[src/rtl/sd_credit_tx_if.sv]
// Consumer (srdy/drdy) and credit link signals of sd_credit_tx.
// master = the transmitter block, slave = its environment (upstream source + remote receiver).
interface sd_credit_tx_if #(
    parameter int width = 8
);
    logic             c_srdy;
    logic             c_drdy;
    logic [width-1:0] c_data;
    logic             p_vld;
    logic [width-1:0] p_data;
    logic             p_credit;

    modport master (
        input  c_srdy, c_data, p_credit,
        output c_drdy, p_vld, p_data
    );

    modport slave (
        output c_srdy, c_data, p_credit,
        input  c_drdy, p_vld, p_data
    );
endinterface

[src/rtl/sd_credit_tx.sv]
// Credit-based link transmitter: accepts a word only while a credit is held,
// forwards it one cycle later on the link, and counts credits returned by the receiver.
module sd_credit_tx #(
    parameter  int width   = 8,
    parameter  int credits = 4,
    localparam int cw      = $clog2(credits + 1)
) (
    input  logic            clk,
    input  logic            rst_n,
    sd_credit_tx_if.master  link,
    output logic [cw-1:0]   credit_cnt_o,
    output logic            err_overflow_o
);

    localparam logic [cw-1:0] CNT_MAX = cw'(credits);

    logic             credit_q, credit_d;
    logic [cw-1:0]    cnt_q, cnt_d;
    logic             p_vld_q, p_vld_d;
    logic [width-1:0] p_data_q, p_data_d;
    logic             err_q, err_d;
    logic             can_accept;
    logic             xfer;

    // drdy depends only on the counter flop, never on c_srdy or p_credit
    assign can_accept = (cnt_q != '0);
    assign xfer       = link.c_srdy & can_accept;

    always_comb begin
        credit_d = link.p_credit;
        cnt_d    = cnt_q;
        err_d    = err_q;
        p_vld_d  = xfer;
        p_data_d = p_data_q;
        if (xfer) begin
            p_data_d = link.c_data;
        end
        unique case ({xfer, credit_q})
            2'b10: cnt_d = cnt_q - cw'(1);
            2'b01: begin
                // a credit returned on top of a full counter is a protocol error
                if (cnt_q == CNT_MAX) begin
                    err_d = 1'b1;
                end else begin
                    cnt_d = cnt_q + cw'(1);
                end
            end
            default: cnt_d = cnt_q;
        endcase
    end

    always_ff @(posedge clk or negedge rst_n) begin
        if (!rst_n) begin
            credit_q <= 1'b0;
            cnt_q    <= CNT_MAX;
            p_vld_q  <= 1'b0;
            p_data_q <= '0;
            err_q    <= 1'b0;
        end else begin
            credit_q <= credit_d;
            cnt_q    <= cnt_d;
            p_vld_q  <= p_vld_d;
            p_data_q <= p_data_d;
            err_q    <= err_d;
        end
    end

    assign link.c_drdy    = can_accept;
    assign link.p_vld     = p_vld_q;
    assign link.p_data    = p_data_q;
    assign credit_cnt_o   = cnt_q;
    assign err_overflow_o = err_q;

endmodule

[src/flat_wrapper.sv]
// flat-port wrapper written by rule: the top's interface ports become plain ports
module sd_credit_tx_flat 
#(
    parameter  int width   = 8,
    parameter  int credits = 4,
    localparam int cw      = $clog2(credits + 1)
)
  (clk, rst_n, credit_cnt_o, err_overflow_o, link_c_srdy, link_c_data, link_p_credit, link_c_drdy, link_p_vld, link_p_data);
  sd_credit_tx_if #(.width(width)) link_i ();
  input  logic clk;
  input  logic rst_n;
  output logic [cw-1:0] credit_cnt_o;
  output logic err_overflow_o;
  input wire logic [$bits(link_i.c_srdy)-1:0] link_c_srdy;
  input wire logic [$bits(link_i.c_data)-1:0] link_c_data;
  input wire logic [$bits(link_i.p_credit)-1:0] link_p_credit;
  output wire logic [$bits(link_i.c_drdy)-1:0] link_c_drdy;
  output wire logic [$bits(link_i.p_vld)-1:0] link_p_vld;
  output wire logic [$bits(link_i.p_data)-1:0] link_p_data;
  assign link_i.c_srdy = link_c_srdy;
  assign link_i.c_data = link_c_data;
  assign link_i.p_credit = link_p_credit;
  assign link_c_drdy = link_i.c_drdy;
  assign link_p_vld = link_i.p_vld;
  assign link_p_data = link_i.p_data;
  sd_credit_tx #(.width(width), .credits(credits)) u_core (.clk(clk), .rst_n(rst_n), .link(link_i), .credit_cnt_o(credit_cnt_o), .err_overflow_o(err_overflow_o));
endmodule
[config.mk]
export PLATFORM = sky130hd
export DESIGN_NAME = sd_credit_tx_flat
export DESIGN_NICKNAME = d
export VERILOG_FILES = /design/src/rtl/sd_credit_tx_if.sv /design/src/rtl/sd_credit_tx.sv /design/src/flat_wrapper.sv
export SDC_FILE = /design/constraint.sdc
export NUM_CORES = 1
export LEC_CHECK = 0
export ABC_AREA = 1
export CORE_MARGIN = 2
export CORE_UTILIZATION = 43
export DETAILED_ROUTE_END_ITERATION = 8
export PLACE_DENSITY = 0.83
export SLEW_MARGIN = 20
export SYNTH_ARGS = -nofsm -noshare
export SYNTH_HDL_FRONTEND = slang
export SYNTH_SLANG_ARGS = --single-unit
[constraint.sdc]
create_clock -name clk -period 3.3 [get_ports clk]
set_clock_uncertainty 0.2 [all_clocks]
set_input_delay 0.33 -clock clk [delete_from_list [all_inputs] [get_ports clk]]
set_output_delay 0.33 -clock clk [all_outputs]
set_load 0.01 [all_outputs]
==> results of run 1 <==
## synth_stat cells, drive strengths merged
library cell	count	share of area (%)
buf	1	3.2
dfrtp	13	52
dfstp	1	4.2
fa	1	3.2
inv	5	3.0
nand2	37	25
nand3	4	5.2
nor2	1	1.0
o21bai	1	1.2
xor2	1	1.4
## layout make-up
| type | count | area, µm² |
|---|---|---|
| clock buffers | 4 | 26.3 |
| fillers | 108 | 434 |
| inverters | 5 | 18.8 |
| multi-input cells | 45 | 234 |
| flip-flops and latches | 14 | 352 |
| well taps | 15 | 18.8 |
| repair buffers | 25 | 250 |
## stage by stage
stage / instances / setup WS [ns] / utilization, % / total power (W) / hold slack [ns]
floorplan: 65 / 1.46 / - / 0.000459 / -0.166
global placement: 104 / 1.24 / 65.5 / 0.000611 / 0.265
detailed placement: 104 / 1.15 / 65.5 / 0.000622 / 0.269
CTS: 108 / 1.23 / 67.4 / 0.000721 / 0.252
global route: 108 / 1.08 / 67.4 / 0.000763 / 0.280
finish: 108 / 1.25 / 67.4 / 0.000708 / 0.234
## logic make-up after synthesis
| family | after synthesis | synth area share [%] |
|---|---|---|
| and+or+nand+nor | 42 | 31.7 |
| DFF | 14 | 56.3 |
| buffers and inverters | 6 | 6.21 |
| AOI/OAI and AO/OA | 1 | 1.20 |
| xor gates and xnor gates | 1 | 1.40 |
| adders and majority gates | 1 | 3.21 |
## metal layers
metal	GRT usage, %	part of all wire (%)
met3	6.03	5.0
met5	0	0
met1	17.1	41
met4	3.75	0.99
met2	28.7	53
## final timing paths
| kind | from | end | slack, ns | cells after the start |
|---|---|---|---|---|
| min in group clk | u_core.link.p_data[2] | u_core.link.p_data[2] | 0.28 | 2 |
| max in group asynchronous | rst_n | u_core.credit_cnt_o[1] | 2.28 | 1 |
| min reg2reg | u_core.link.p_data[2] | u_core.link.p_data[2] | 0.28 | 2 |
| max reg2reg | u_core.credit_cnt_o[0] | u_core.credit_cnt_o[2] | 1.29 | 12 |
| min | rst_n | u_core.link.p_data[0] | 0.23 | 1 |
| max | u_core.credit_cnt_o[2] | link_c_drdy | 1.25 | 3 |
## power groups by stage
stage          clock (W)  sequential, W  combinational [W]
2_1_floorplan          0       0.000309           0.000150
3_3_place_gp           0       0.000285           0.000327
3_5_place_dp           0       0.000286           0.000336
4_1_cts         0.000100       0.000283           0.000337
5_1_grt         0.000107       0.000292           0.000365
6_report       0.0000950       0.000282           0.000331
## state kept, by name, summed over array words and instances (netlist names)
name and count:
u_core.credit_q 1, u_core.err_overflow_o 1, u_core.credit_cnt_o 3, u_core.link.p_data 8
u_core.link.p_vld 1
==> implementation parameters, run 1 <==
Parameter                              Value

Synth
  Net count after synthesis    78
  Post-synthesis average cell area    9.61 µm²
  Cell area after synthesis    624 µm²
  Sequential element share of the synthesized area    56.3%
  Synthesized instance count    65
  Count of distinct cell types in the synthesized netlist    14
  Yosys synthesis warning count    0
  Synth Register Bits    14

Clock network
  Post-CTS setup buffers    0
  Total CTS buffers    3
  Clock input transition at the sequential cells of the worst setup and hold paths    0.07 ns
  Worst skew pair latency    0.27 ns
  TritonCTS clock tree    yes
  Number of hold buffers added after CTS    0
  CTS H-Tree Depth    1
  Number of resized instances in the post-cts repair step    0
  Sink Count    14
  CTS Root Buffer Type    clkbuf_4
  Clock Tree Buf Depth    2

Critical path
  Maximum fanout along the worst path    4
  Sum of buffers and inverters on the critical path    2
  Biggest cell delay along the critical path    0.56 ns
  Arr. time, crit path    1.52 ns
  Critical path start-end classification    flop to output port
  Cell family contributing the most delay on the critical path    buffers and inverters
  Setup crit start kind    flop
  Slowest CP cell    dfstp_2
  Endpoint class of the critical path    output port
  Required time reported for the critical path endpoint    2.77 ns
  Crit path cell chain    inv_1 -> nand2_2 -> clkdlybuf4s50_1

Floorplanning
  Effective utilization at floorplan    46.8%
  FP Rows    13
  Horizontal die dimension    42.1 µm
  Vert. Die Dim    42.1 µm
  Top-Level Pins    26
  Die footprint    0.00177 mm²
  Std-Cell Core Area    0.00133 mm²

Hold path
  Hold WC Path Type    input pin to asynchronous set/reset pin

Layout
  Most frequent cells in the layout    nand2_1 (33), clkdlybuf4s50_1 (25), dfrtp_1 (13)
  Share of cells above drive strength 1    11.8%
  Post-synthesis to final-layout area growth    44.1%
  ANT cells    0
  Net count reported at finish    107
  Most common cell after layout, fill and taps aside    nand2_1
  Total non-filler cell area in the finished layout    900 µm²

GRT
  Overall Global Routing Usage    15.7%
  Number of global-route vias before repair    532
  Maximum number of pins on one net before global-route repair    15
  Overflow left after global routing    0
  Wire length of the first global-routing pass    2.17 mm
  Number of antenna violations at the first check in global routing    0

Run
  Total of max-cap violations    0

Timing
  Final-report max-slew violation count    0
  Rel. slew slack    60.5%
  Peak clock frequency supported by timing    487 MHz
  Unrepaired setup endpoints after global routing    no
  Final Critical Period    2.05 ns
  Count of final hold-check violations    0
  Final Setup Violations    0
  Final setup TNS    0 ns
  Worst Tran Pin Value    0.591 ns
  Share of the clock period used by the worst path    62.3%

Power and ir drop
  Switch share    35.6%
  Internal cell power    0.000456 W
  Net Switching    0.000252 W
  Sequential share of power    39.9%
  Worst IR drop on VDD    368 µV
  Logic pwr share    46.7%
  Power density over cell area    787 mW/mm²
  Clock network fraction of total power    13.4%
  Leakage power total    0.440 nW

Place
  Half-perimeter wire length of the detailed placement result    989 µm
  Count of port buffers added during placement    25
  Placer's final routability congestion estimate    0.692
  Area of placed instances    873 µm²

Status
  Status    finished, final reports clean

Detailed routing
  Antenna-violating nets left    0
  Count of TritonRoute iterations in the first routing pass    2
  Via count    506
  Post-route DRC violation count    0
  Detail-routed via count per cell    4.69
  Number of design-rule violations left by the first detailed-router iteration    6
  Wire per inst    11.2 µm
  Total Routed Length    1.21 mm
Note: power is estimated with default switching activity, not from simulation.
==> run 2, diff against run 1 <==
- CORE_UTILIZATION: 43 -> 40
- PLACE_DENSITY: 0.83 -> 0.78
- clock period: 3.3 -> 2.03 ns (I/O delays scaled with it)
==> run 2 against run 1 <==
Net effect:
- clock power up 100%
- total power up 70%
- worst hold slack worse by 0.13 ns
- combinational power up 67%
- critical path depth unchanged
- clock-buffer cell count unchanged
- largest cell class unchanged
- highest routed layer unchanged
==> implementation parameters, run 2 (same netlist as run 1, synthesis figures left out) <==
Parameter                              Value

Status
  Status    finished, final reports clean

Detailed routing
  Wire per inst    11.3 µm (+0.70%)
  Uppermost routed layer    met4
  Via count    501 (-0.99%)
  Count of TritonRoute iterations in the first routing pass    3 (+1)
  Met2 WL post-DR    632 µm (-1.1%)
  Detailed-route wire length on metal 1    511 µm (+3.4%)
  Met3 Wirelength    61 µm (+1.7%)
  Detail-routed via count per cell    4.55 (-2.8%)
  Total Routed Length    1.24 mm (+2.6%)
  Post-route DRC violation count    0 (unchanged)
  Antenna-violating nets left    0 (unchanged)
  Number of design-rule violations left by the first detailed-router iteration    4 (-2)

Place
  Post-Place Setup Slack    0.124 ns (-1.03 ns)
  Placer's final routability congestion estimate    0.721 (+4.2%)
  Cells after DPL    106 (+1.9%)
  Count of port buffers added during placement    25 (unchanged)

Floorplanning
  Vert. Die Dim    43.5 µm (+3.3%)
  Horizontal die dimension    43.5 µm (+3.3%)
  Effective utilization at floorplan    41.9% (-4.9 points)
  Std-Cell Core Area    0.00149 mm² (+12%)
  FP Rows    14 (+1)
  Top-Level Pins    26 (unchanged)
  Die footprint    0.00189 mm² (+6.8%)

Layout
  Post-layout instance count excluding filler cells    110 (+1.9%)
  Post-synthesis to final-layout area growth    47.7%
  Net count reported at finish    108 (+0.93%)
  Most frequent cells in the layout    nand2_1 (33), clkdlybuf4s50_1 (25), dfrtp_1 (12)
  Most common cell after layout, fill and taps aside    nand2_1
  Share of cells above drive strength 1    16.0% (+4.1 points)
  ANT cells    0 (unchanged)
  Number of flip-flops under the largest register name    8 (unchanged)

Clock network
  Sink Count    14 (unchanged)
  TritonCTS clock tree    yes
  Total CTS buffers    3 (unchanged)
  Worst skew pair latency    0.27 ns (about the same)
  CTS Root Buffer Type    clkbuf_4
  Clock input transition at the sequential cells of the worst setup and hold paths    0.08 ns (about the same)
  CTS H-Tree Depth    1 (unchanged)
  Clock Tree Buf Depth    2 (unchanged)

Critical path
  Biggest cell delay along the critical path    0.56 ns (about the same)
  Arr. time, crit path    1.52 ns (about the same)
  Maximum fanout along the worst path    4 (unchanged)
  Slowest CP cell    dfstp_2
  Required time reported for the critical path endpoint    1.63 ns (-1.14 ns)
  Critical path start-end classification    flop to output port
  Crit path cell chain    inv_1 -> nand2_2 -> clkdlybuf4s50_1
  Endpoint class of the critical path    output port
  Setup crit start kind    flop

Timing
  Final Setup Violations    0 (unchanged)
  Count of final hold-check violations    0 (unchanged)
  Unrepaired setup endpoints after global routing    no
  Fin worst setup slack    0.111 ns (-1.13 ns)
  Final setup TNS    0 ns (unchanged)
  Peak clock frequency supported by timing    521 MHz
  Share of the clock period used by the worst path    94.5%
  Final-report max-slew violation count    0 (unchanged)
  Worst Tran Pin Value    0.596 ns (+0.00424 ns)
  Rel. slew slack    60.2% (-0.28 points)
  Final Critical Period    1.92 ns

Hold path
  Hold WC Path Type    input pin to asynchronous set/reset pin

Power and ir drop
  Power density over cell area    1310 mW/mm² (+66%)
  Leakage power total    0.449 nW (+2.0%)
  Worst IR drop on VDD    669 µV (+82%)

GRT
  Number of antenna violations at the first check in global routing    0 (unchanged)
  Number of global-route vias before repair    506 (-4.9%)
  Maximum number of pins on one net before global-route repair    15 (unchanged)
  Wire length of the first global-routing pass    2.13 mm (-1.6%)
  Overall Global Routing Usage    15.6% (-0.16 points)
  Overflow left after global routing    0 (unchanged)

Run
  Total of max-cap violations    0 (unchanged)
==> run 2: cell count changes in the layout (fill, tap and decap cells not counted), sizes merged <==
cell	change
buf	+1
==> run 2: worst paths after layout <==
kind / from / endpoint / slack, ns / depth (start not counted)
setup / recovery: u_core.credit_cnt_o[2] / link_c_drdy / 0.11 / 3
hold / removal: rst_n / u_core.link.p_data[2] / 0.10 / 1
hold reg to reg: u_core.err_overflow_o / u_core.err_overflow_o / 0.28 / 1
min in group clk: link_p_credit / u_core.credit_q / 0.17 / 1
setup reg to reg: u_core.credit_cnt_o[0] / u_core.credit_cnt_o[2] / 0.17 / 12
max in group asynchronous: rst_n / u_core.credit_cnt_o[0] / 1.11 / 1
==> run 2: routing by layer <==
layer	vias to the layer above	track usage [%]
met1	226	19.3
met4	0	9.09
li1	254	-
met3	4	3.33
met2	17	25.1
met5	-	0
==> run 2: area by class of cell <==
type | instances | area [µm²]
Fill cell | 125 | 567
Sequential cell | 14 | 353
Timing Repair Buffer | 26 | 258
Multi-Input combinational cell | 45 | 236
Clock buffer | 4 | 36.3
Tap cell | 16 | 20.0
Inverter | 5 | 18.8
==> run 2: power breakdown <==
part,total (W),internal [W],switching (W)
clock,0.000192,0.000109,0.0000834
combinational,0.000554,0.000291,0.000263
sequential,0.000460,0.000384,0.0000761
total,0.00121,0.000785,0.000422
==> run 2: worst max-delay path, delay by kind of cell (launching register included) <==
family                 cells  cell delay [ns]
AND/OR/NAND/NOR            1             0.09
buffers and inverters      2             0.59
flip-flops                 1             0.56
==> run 2: metrics by stage <==
stage / total power, W / util [%] / cell area, µm² / hold slack, ns
floorplan: 0.000747 / - / 624 / -0.293
CTS: 0.00122 / 61.7 / 918 / 0.125
detailed placement: 0.00102 / 59.2 / 882 / 0.263
finish: 0.00121 / 61.9 / 922 / 0.103
global placement: 0.00100 / 59.2 / 882 / 0.266
global route: 0.00130 / 61.9 / 922 / 0.142
==> run 2: repair_timing <==
action | 4_1_cts | 5_1_grt
endpoints found under the setup margin | 0 | 1
gates resized for setup | 0 | 2
setup buffers | 0 | 0
hold buffers | 0 | 0
endpoints found under the hold margin | 0 | 0
